## config.mk

```make
export PLATFORM = sky130hd
export DESIGN_NAME = conv_window_ctrl
export DESIGN_NICKNAME = d
export VERILOG_FILES = /design/src/rtl/conv_window_ctrl.sv
export SDC_FILE = /design/constraint.sdc
export NUM_CORES = 1
export LEC_CHECK = 0
export CELL_PAD_IN_SITES_DETAIL_PLACEMENT = 0
export CELL_PAD_IN_SITES_GLOBAL_PLACEMENT = 1
export CORE_ASPECT_RATIO = 0.6
export CORE_MARGIN = 5
export CORE_UTILIZATION = 37
export CTS_CLUSTER_DIAMETER = 150
export DETAILED_ROUTE_END_ITERATION = 7
export PLACE_DENSITY = 0.82
export SETUP_SLACK_MARGIN = 0.1
export SYNTH_ARGS = -nofsm -noshare
export SYNTH_HDL_FRONTEND = slang
export SYNTH_SLANG_ARGS = --single-unit
```

## constraint.sdc

```tcl
create_clock -name clk -period 4.2 [get_ports clk]
set_input_delay 0.84 -clock clk [delete_from_list [all_inputs] [get_ports clk]]
set_output_delay 0.84 -clock clk [all_outputs]
set_load 0.01 [all_outputs]
```

## src/rtl/conv_window_ctrl.sv

```systemverilog
// conv_window_ctrl: sequences one stride-1 convolution pass, issuing window read addresses and accumulator strobes.
// Optional PERF_CNT_EN adds a 16-bit saturating output-stall counter (stall_cnt).
module conv_window_ctrl #(
  parameter int IMA_SIZE = 6,
  parameter int IMA_ADDR = 3,
  parameter int CON_SIZE = 3,
  parameter int CON_ADDR = 2,
  parameter int FLT_ADDR = 4
) (
  input  logic                clk,
  input  logic                reset,
  input  logic                start,
  input  logic                out_ready,
  output logic                busy,
  output logic                done,
  output logic                ima_rd_en,
  output logic [IMA_ADDR-1:0] ima_row,
  output logic [IMA_ADDR-1:0] ima_col,
  output logic                flt_rd_en,
  output logic [FLT_ADDR-1:0] flt_addr,
  output logic                acc_clr,
  output logic                acc_en,
  output logic                out_valid,
`ifdef PERF_CNT_EN
  output logic [15:0]         stall_cnt,
`endif
  output logic [IMA_ADDR-1:0] out_row,
  output logic [IMA_ADDR-1:0] out_col
);
  localparam int OUT_SIZE = IMA_SIZE - CON_SIZE + 1;
  localparam logic [CON_ADDR-1:0] OFF_LAST = CON_ADDR'(CON_SIZE - 1);
  localparam logic [IMA_ADDR-1:0] POS_LAST = IMA_ADDR'(OUT_SIZE - 1);

  typedef enum logic [2:0] {IDLE, LOAD, DRAIN, OUT, DONE} state_t;

  state_t              state, state_nxt;
  logic [CON_ADDR-1:0] off_row, off_col;
  logic                off_last, pos_last, hs;

  assign off_last = off_row == OFF_LAST && off_col == OFF_LAST;
  assign pos_last = out_row == POS_LAST && out_col == POS_LAST;
  assign hs       = state == OUT && out_ready;

  always_ff @(posedge clk or negedge reset)
    if (!reset) state <= IDLE;
    else        state <= state_nxt;

  // Outputs decode from registered state only, so no input reaches an output combinationally
  always_comb begin
    state_nxt = state;
    case (state)
      IDLE:    state_nxt = start ? LOAD : IDLE;
      LOAD:    state_nxt = off_last ? DRAIN : LOAD;
      DRAIN:   state_nxt = OUT;
      OUT:     state_nxt = out_ready ? (pos_last ? DONE : LOAD) : OUT;
      default: state_nxt = IDLE;
    endcase
    busy      = state != IDLE;
    done      = state == DONE;
    ima_rd_en = state == LOAD;
    flt_rd_en = state == LOAD;
    out_valid = state == OUT;
    ima_row   = out_row + IMA_ADDR'(off_row);
    ima_col   = out_col + IMA_ADDR'(off_col);
    flt_addr  = FLT_ADDR'(off_row) * FLT_ADDR'(CON_SIZE) + FLT_ADDR'(off_col);
  end

  // acc strobes trail the read strobe by the one-cycle memory latency
  always_ff @(posedge clk or negedge reset)
    if (!reset) begin
      off_row <= '0;
      off_col <= '0;
      out_row <= '0;
      out_col <= '0;
      acc_en  <= 1'b0;
      acc_clr <= 1'b0;
    end else begin
      acc_en  <= state == LOAD;
      acc_clr <= state == LOAD && off_row == '0 && off_col == '0;
      if (state == LOAD) begin
        off_col <= off_col == OFF_LAST ? '0 : off_col + 1'b1;
        if (off_col == OFF_LAST) off_row <= off_last ? '0 : off_row + 1'b1;
      end
      if (hs) begin
        out_col <= out_col == POS_LAST ? '0 : out_col + 1'b1;
        if (out_col == POS_LAST) out_row <= pos_last ? '0 : out_row + 1'b1;
      end
    end

`ifdef PERF_CNT_EN
  always_ff @(posedge clk or negedge reset)
    if (!reset)                                                 stall_cnt <= '0;
    else if (state == IDLE && start)                            stall_cnt <= '0;
    else if (state == OUT && !out_ready && stall_cnt != 16'hFFFF) stall_cnt <= stall_cnt + 1'b1;
`endif
endmodule

```

# After elaboration in Yosys (flattened, before gate mapping)
# Index checks and enable logic that the tools add are counted.
# word_totals
mem_bits_rw,0
reg_bits,15
mem_count,0
rom_bits,0
latch_bits,0
wordCells,43
in_bits,4
# classes
multipliers,1
n_div,0
n_eq_ne,8
magnitude_cmp,0
n_shift,0
bitwise_logic,0
n_mux,9
reduce_logical,11
n_addsub,7
# op_table
op,count
"== test 3 x 2 -> 1 bit, second input constant",4
two-way mux 3 bit,4
case mux 3 bit (4 select lines),1
"adder 3 x 1 -> 3 bit, second input constant",2
adder 3 x 2 -> 3 bit,2
two-way mux 2 bit,3
logical AND 1 bit,5
"adder 2 x 1 -> 2 bit, second input constant",2
adder 4 x 2 -> 4 bit,1
"== test 2 bit, second input constant",2
zero test 2 bit,2
"multiplier 2 x 2 -> 4 bit, second input constant",1
AND reduction 2 bit,2
"== test 3 x 1 -> 1 bit, second input constant",1
"== test 3 bit, second input constant",1
zero test 3 bit,1
nonzero test 3 bit,1
two-way mux 1 bit,1

# Depth between registers and ports, before layout
# depth
depth_word,5
mapped_depth,5
ltp_nobuf,5

# Least setup slack after synthesis
# OpenSTA, ideal clock, no wires.
# synth_path
path_kind,register to output
start,reg off_row[1]
end,out flt_addr[2]
slack_ns,1.602
t_arrival_ns,1.758
stages_incl_launch_ff,6
required_time_ns,3.360
cell_sequence,dfrtp_1 -> inv_1 -> fa_1 -> inv_1 -> ha_1 -> fa_1
# synth_between
elab_chain_cells,2
# synth_lines
element,line,source
"start, declared",37,"logic [CON_ADDR-1:0] off_row, off_col;"
"start signal, assigned",82,if (off_col == OFF_LAST) off_row <= off_last ? '0 : off_row + 1'b1;
multiplier 2 x 2 -> 4 bit,65,flt_addr = FLT_ADDR'(off_row) * FLT_ADDR'(CON_SIZE) + FLT_ADDR'(off_col);
adder 4 x 2 -> 4 bit,65,
"end, declared",20,"output logic [FLT_ADDR-1:0] flt_addr,"
# No other way between the ends.

# Worst setup path in the final report
# Ends and elaborated chain as after synthesis.

==> results by group <==
Floorplanning
  • Die ar.: 3525 um^2
  • Die Span X: between 70 and 80 um
  • Die height: 48.04 um
  • Initial Utilization: 0.4003
  • I/O pins: 27
  • Site Rows: 13
  • Area of the core: roughly 2200 um^2

Routing
  • Routed wire length: roughly 2000 um
  • DRC violations left: 0
  • Pre-Repair DR Iteration Count: 4
  • Final ANT Viol Nets: 0
  • DR WL/cell: roughly 14 um
  • Initial drt markers: 28
  • Total number of vias: just under 700
  • DR vias/cell: ~4.8

Synthesis
  • Yosys top cell area share: 0.4208
  • FF+latch count, synth: 15
  • Synth Area per Inst: roughly 11 um^2
  • Area contributors post-synth: dfrtp_1, ha_1, fa_1, inv_1, nand2_1
  • Post-synthesis net count: 100
  • Cells after Synth: 84
  • Ys Warns: 0
  • Cell Area, Synth: 892.1 um^2
  • Largest area contributor in the netlist: dfrtp_1
  • Synth cell types: 29
  • Register area share after synthesis: 0.4208

STA
  • RSZ-0062 raised after global routing: false
  • Worst-margin pin slew: just over 0.7 ns
  • Final hold viol count: 0
  • F_max: between 0.2 and 0.3 GHz
  • Total negative setup slack: 0 ns
  • Worst setup margin: around 0.76 ns
  • Final worst-path cycle share: 0.8192
  • Worst slew margin: 0.5243
  • Min cycle time layout: approximately 3.4 ns
  • Final clock skew: roughly 0.0014 ns
  • Max-slew violations: 0
  • # setup viols final: 0

Run status
  • Status: completed

Clock network
  • CTS H-tree depth: 1
  • CTS tree: built
  • Latest clock arrival within the worst-skew pair: 0.25 ns
  • CTS Hold Bufs: 0
  • Root Driver: clkbuf_8
  • Setup Fix Bufs, Post-CTS: 0
  • Bufs on Longest Clock Path: 2
  • Post-CTS Resized: 0
  • Worst-path clk slew: about 0.06 ns
  • Num Clock Sinks: 15
  • CTS buffer count: 3

Power and ir drop
  • Power Density: between 800 and 900 nW/um^2
  • Clock power share: 0.111
  • Peak supply drop: between 0.0003 and 0.0004 V
  • P_int: 0.0006462 W
  • Final Power: ~0.0011 W
  • Lkg Pwr: ~0.56 nW
  • Flop pwr share: 0.250
  • Psw: approximately 0.00043 W
  • Comb power frac: 0.639
  • Switching Fraction: 0.3997

Placement
  • Gpl congestion: about 0.77
  • I/O Buffers: 26
  • Dpl hpwl: around 1500 um
  • Setup WS pre-CTS: around 1 ns

GRT
  • Gr busiest metal: met2
  • GRT met2 Usage: 0.1812
  • Grt total ovfl: 0
  • Antenna violations before repair: 0
  • All-Layer GR Usage: 0.1225
  • Largest net degree at the start of global routing: 16
  • Grt met3 use: 0.05241
  • Grt met1 use: 0.1618
  • Number of global-route vias before repair: 663
  • First-pass GRT wire length: 3118 um

Run
  • Max-cap viol count: 0

Setup path
  • Crit Path Category: reg -> out
  • Critical path endpoint category: primary output
  • CP Launch Type: register
  • Critical path, cell by cell: inv_1 -> fa_1 -> inv_1 -> ha_1 -> fa_1 -> clkdlybuf4s50_1
  • CP Data Arrival Time: 2.60 ns
  • Max incr delay on CP: 0.53 ns
  • Max FO, Critical Path: 4
  • Crit path required time: 3.36 ns
  • Slowest cell on the critical path: clkdlybuf4s50_1

Cells and area
  • Nets: between 100 and 150
  • Area grow syn2layout: 37.59%
  • Reg area: around 380 um^2
  • FILL cells: 190
  • Area of the multi-input gates: around 460 um^2
  • Layout cell share with drive strength beyond 1: 0.07080
  • ANT cells: 0

Hold path
  • Worst hold path class: reg -> reg
## cell families (layout without fill, tap and decap cells)
kind of cell    Yosys count  in the layout  share of synthesized area
simple gates             28             28                     0.1865
flops                    15             15                     0.4208
compound gates           10             10                    0.06732
xor+xnor                  2              2                    0.01964
buf+inv                  14             43                    0.06451
mux                       3              3                    0.03927
fa+ha+maj                12             12                     0.2020
## power groups by stage
| stage | clock (W) | combinational, W | sequential [W] |
|---|---|---|---|
| global route | 0.000130 | 0.000759 | 0.000279 |
| detailed placement | 0 | 0.000697 | 0.000272 |
| floorplan | 0 | 0.000362 | 0.000267 |
| CTS | 0.000123 | 0.000703 | 0.000270 |
| global placement | 0 | 0.000695 | 0.000266 |
| finish | 0.000120 | 0.000688 | 0.000269 |
## through the flow
stage	area (um^2)	cells	utilization	hold slack (ns)
global route	1227	143	0.5508	0.5633
CTS	1227	143	0.5508	0.5495
floorplan	892.1	84	-	0.4809
global placement	1182	139	0.5306	0.5215
finish	1227	143	0.5508	0.5496
detailed placement	1182	139	0.5306	0.5376
## state kept, by name, summed over array words and instances (netlist names)
name	cells
off_col	2
acc_en	1
out_col	3
state	3
off_row	2
out_row	3
acc_clr	1
## layer usage
metal	up-vias	share of wire
li1	337	-
met1	327	0.51
met4	0	0.0046
met2	19	0.41
met5	-	0
met3	2	0.074
## cell type report
class,instances,area share
sequential,15,0.3058
tap,30,0.03058
inverter,13,0.04077
multi-input combinational,55,0.3741
clock buffer,4,0.03670
timing repair buffer,26,0.2120
## critical path, delay by kind of cell, from the launching register on
family                   cells  cell delay, ns
buffers and inverters        3            0.70
flip-flops                   1            0.45
adder cells (fa/ha/maj)      3            1.18
## cells in the final DEF, fill, tap and decap left out
cell / Yosys / layout
nand4b_1: 2 / 2
a31oi_1: 1 / 1
nand2_1: 9 / 9
nor2_1: 3 / 3
dfrtp_1: 15 / 15
nor3_1: 2 / 2
o31ai_1: 1 / 1
or2_2: 1 / 1
nand2b_1: 4 / 4
clkdlybuf4s50_1: 0 / 26
nor3b_1: 2 / 2
inv_1: 12 / 12
or3_1: 1 / 1
clkbuf_1: 0 / 1
clkinv_2: 1 / 1
clkbuf_8: 0 / 3
mux2_4: 1 / 1
a21oi_1: 1 / 1
a21boi_0: 1 / 1
nand3_4: 1 / 1
nor4_1: 1 / 1
fa_1: 4 / 4
xnor2_1: 1 / 1
o21ai_1: 2 / 2
o21ai_0: 3 / 3
or3b_4: 1 / 1
mux2i_1: 2 / 2
nor2b_1: 1 / 1
xor2_1: 1 / 1
a311oi_1: 1 / 1
ha_1: 8 / 8
## synthesized netlist by cell type (all sizes together)
cell type,count
clkinv,1
nand4b,2
nand3,1
nor2,3
a31oi,1
or3,1
a21oi,1
inv,12
xnor2,1
or3b,1
or2,1
nor3b,2
nor2b,1
mux2i,2
fa,4
buf,1
nand2,9
xor2,1
nor4,1
dfrtp,15
nand2b,4
ha,8
a311oi,1
a21boi,1
o31ai,1
nor3,2
o21ai,5
mux2,1
## path summary, 6_finish.rpt
check	from	to	slack (ns)	cells past startpoint
worst min-delay path	state[2]	state[1]	0.55	1
worst min register to register	state[2]	state[1]	0.55	1
worst max register to register	state[1]	off_row[0]	2.70	4
max in group asynchronous	reset	out_row[0]	2.74	1
min in group asynchronous	reset	acc_en	1.02	1
worst max-delay path	off_row[1]	flt_addr[2]	0.76	6
(Power assumes the default switching activity.)
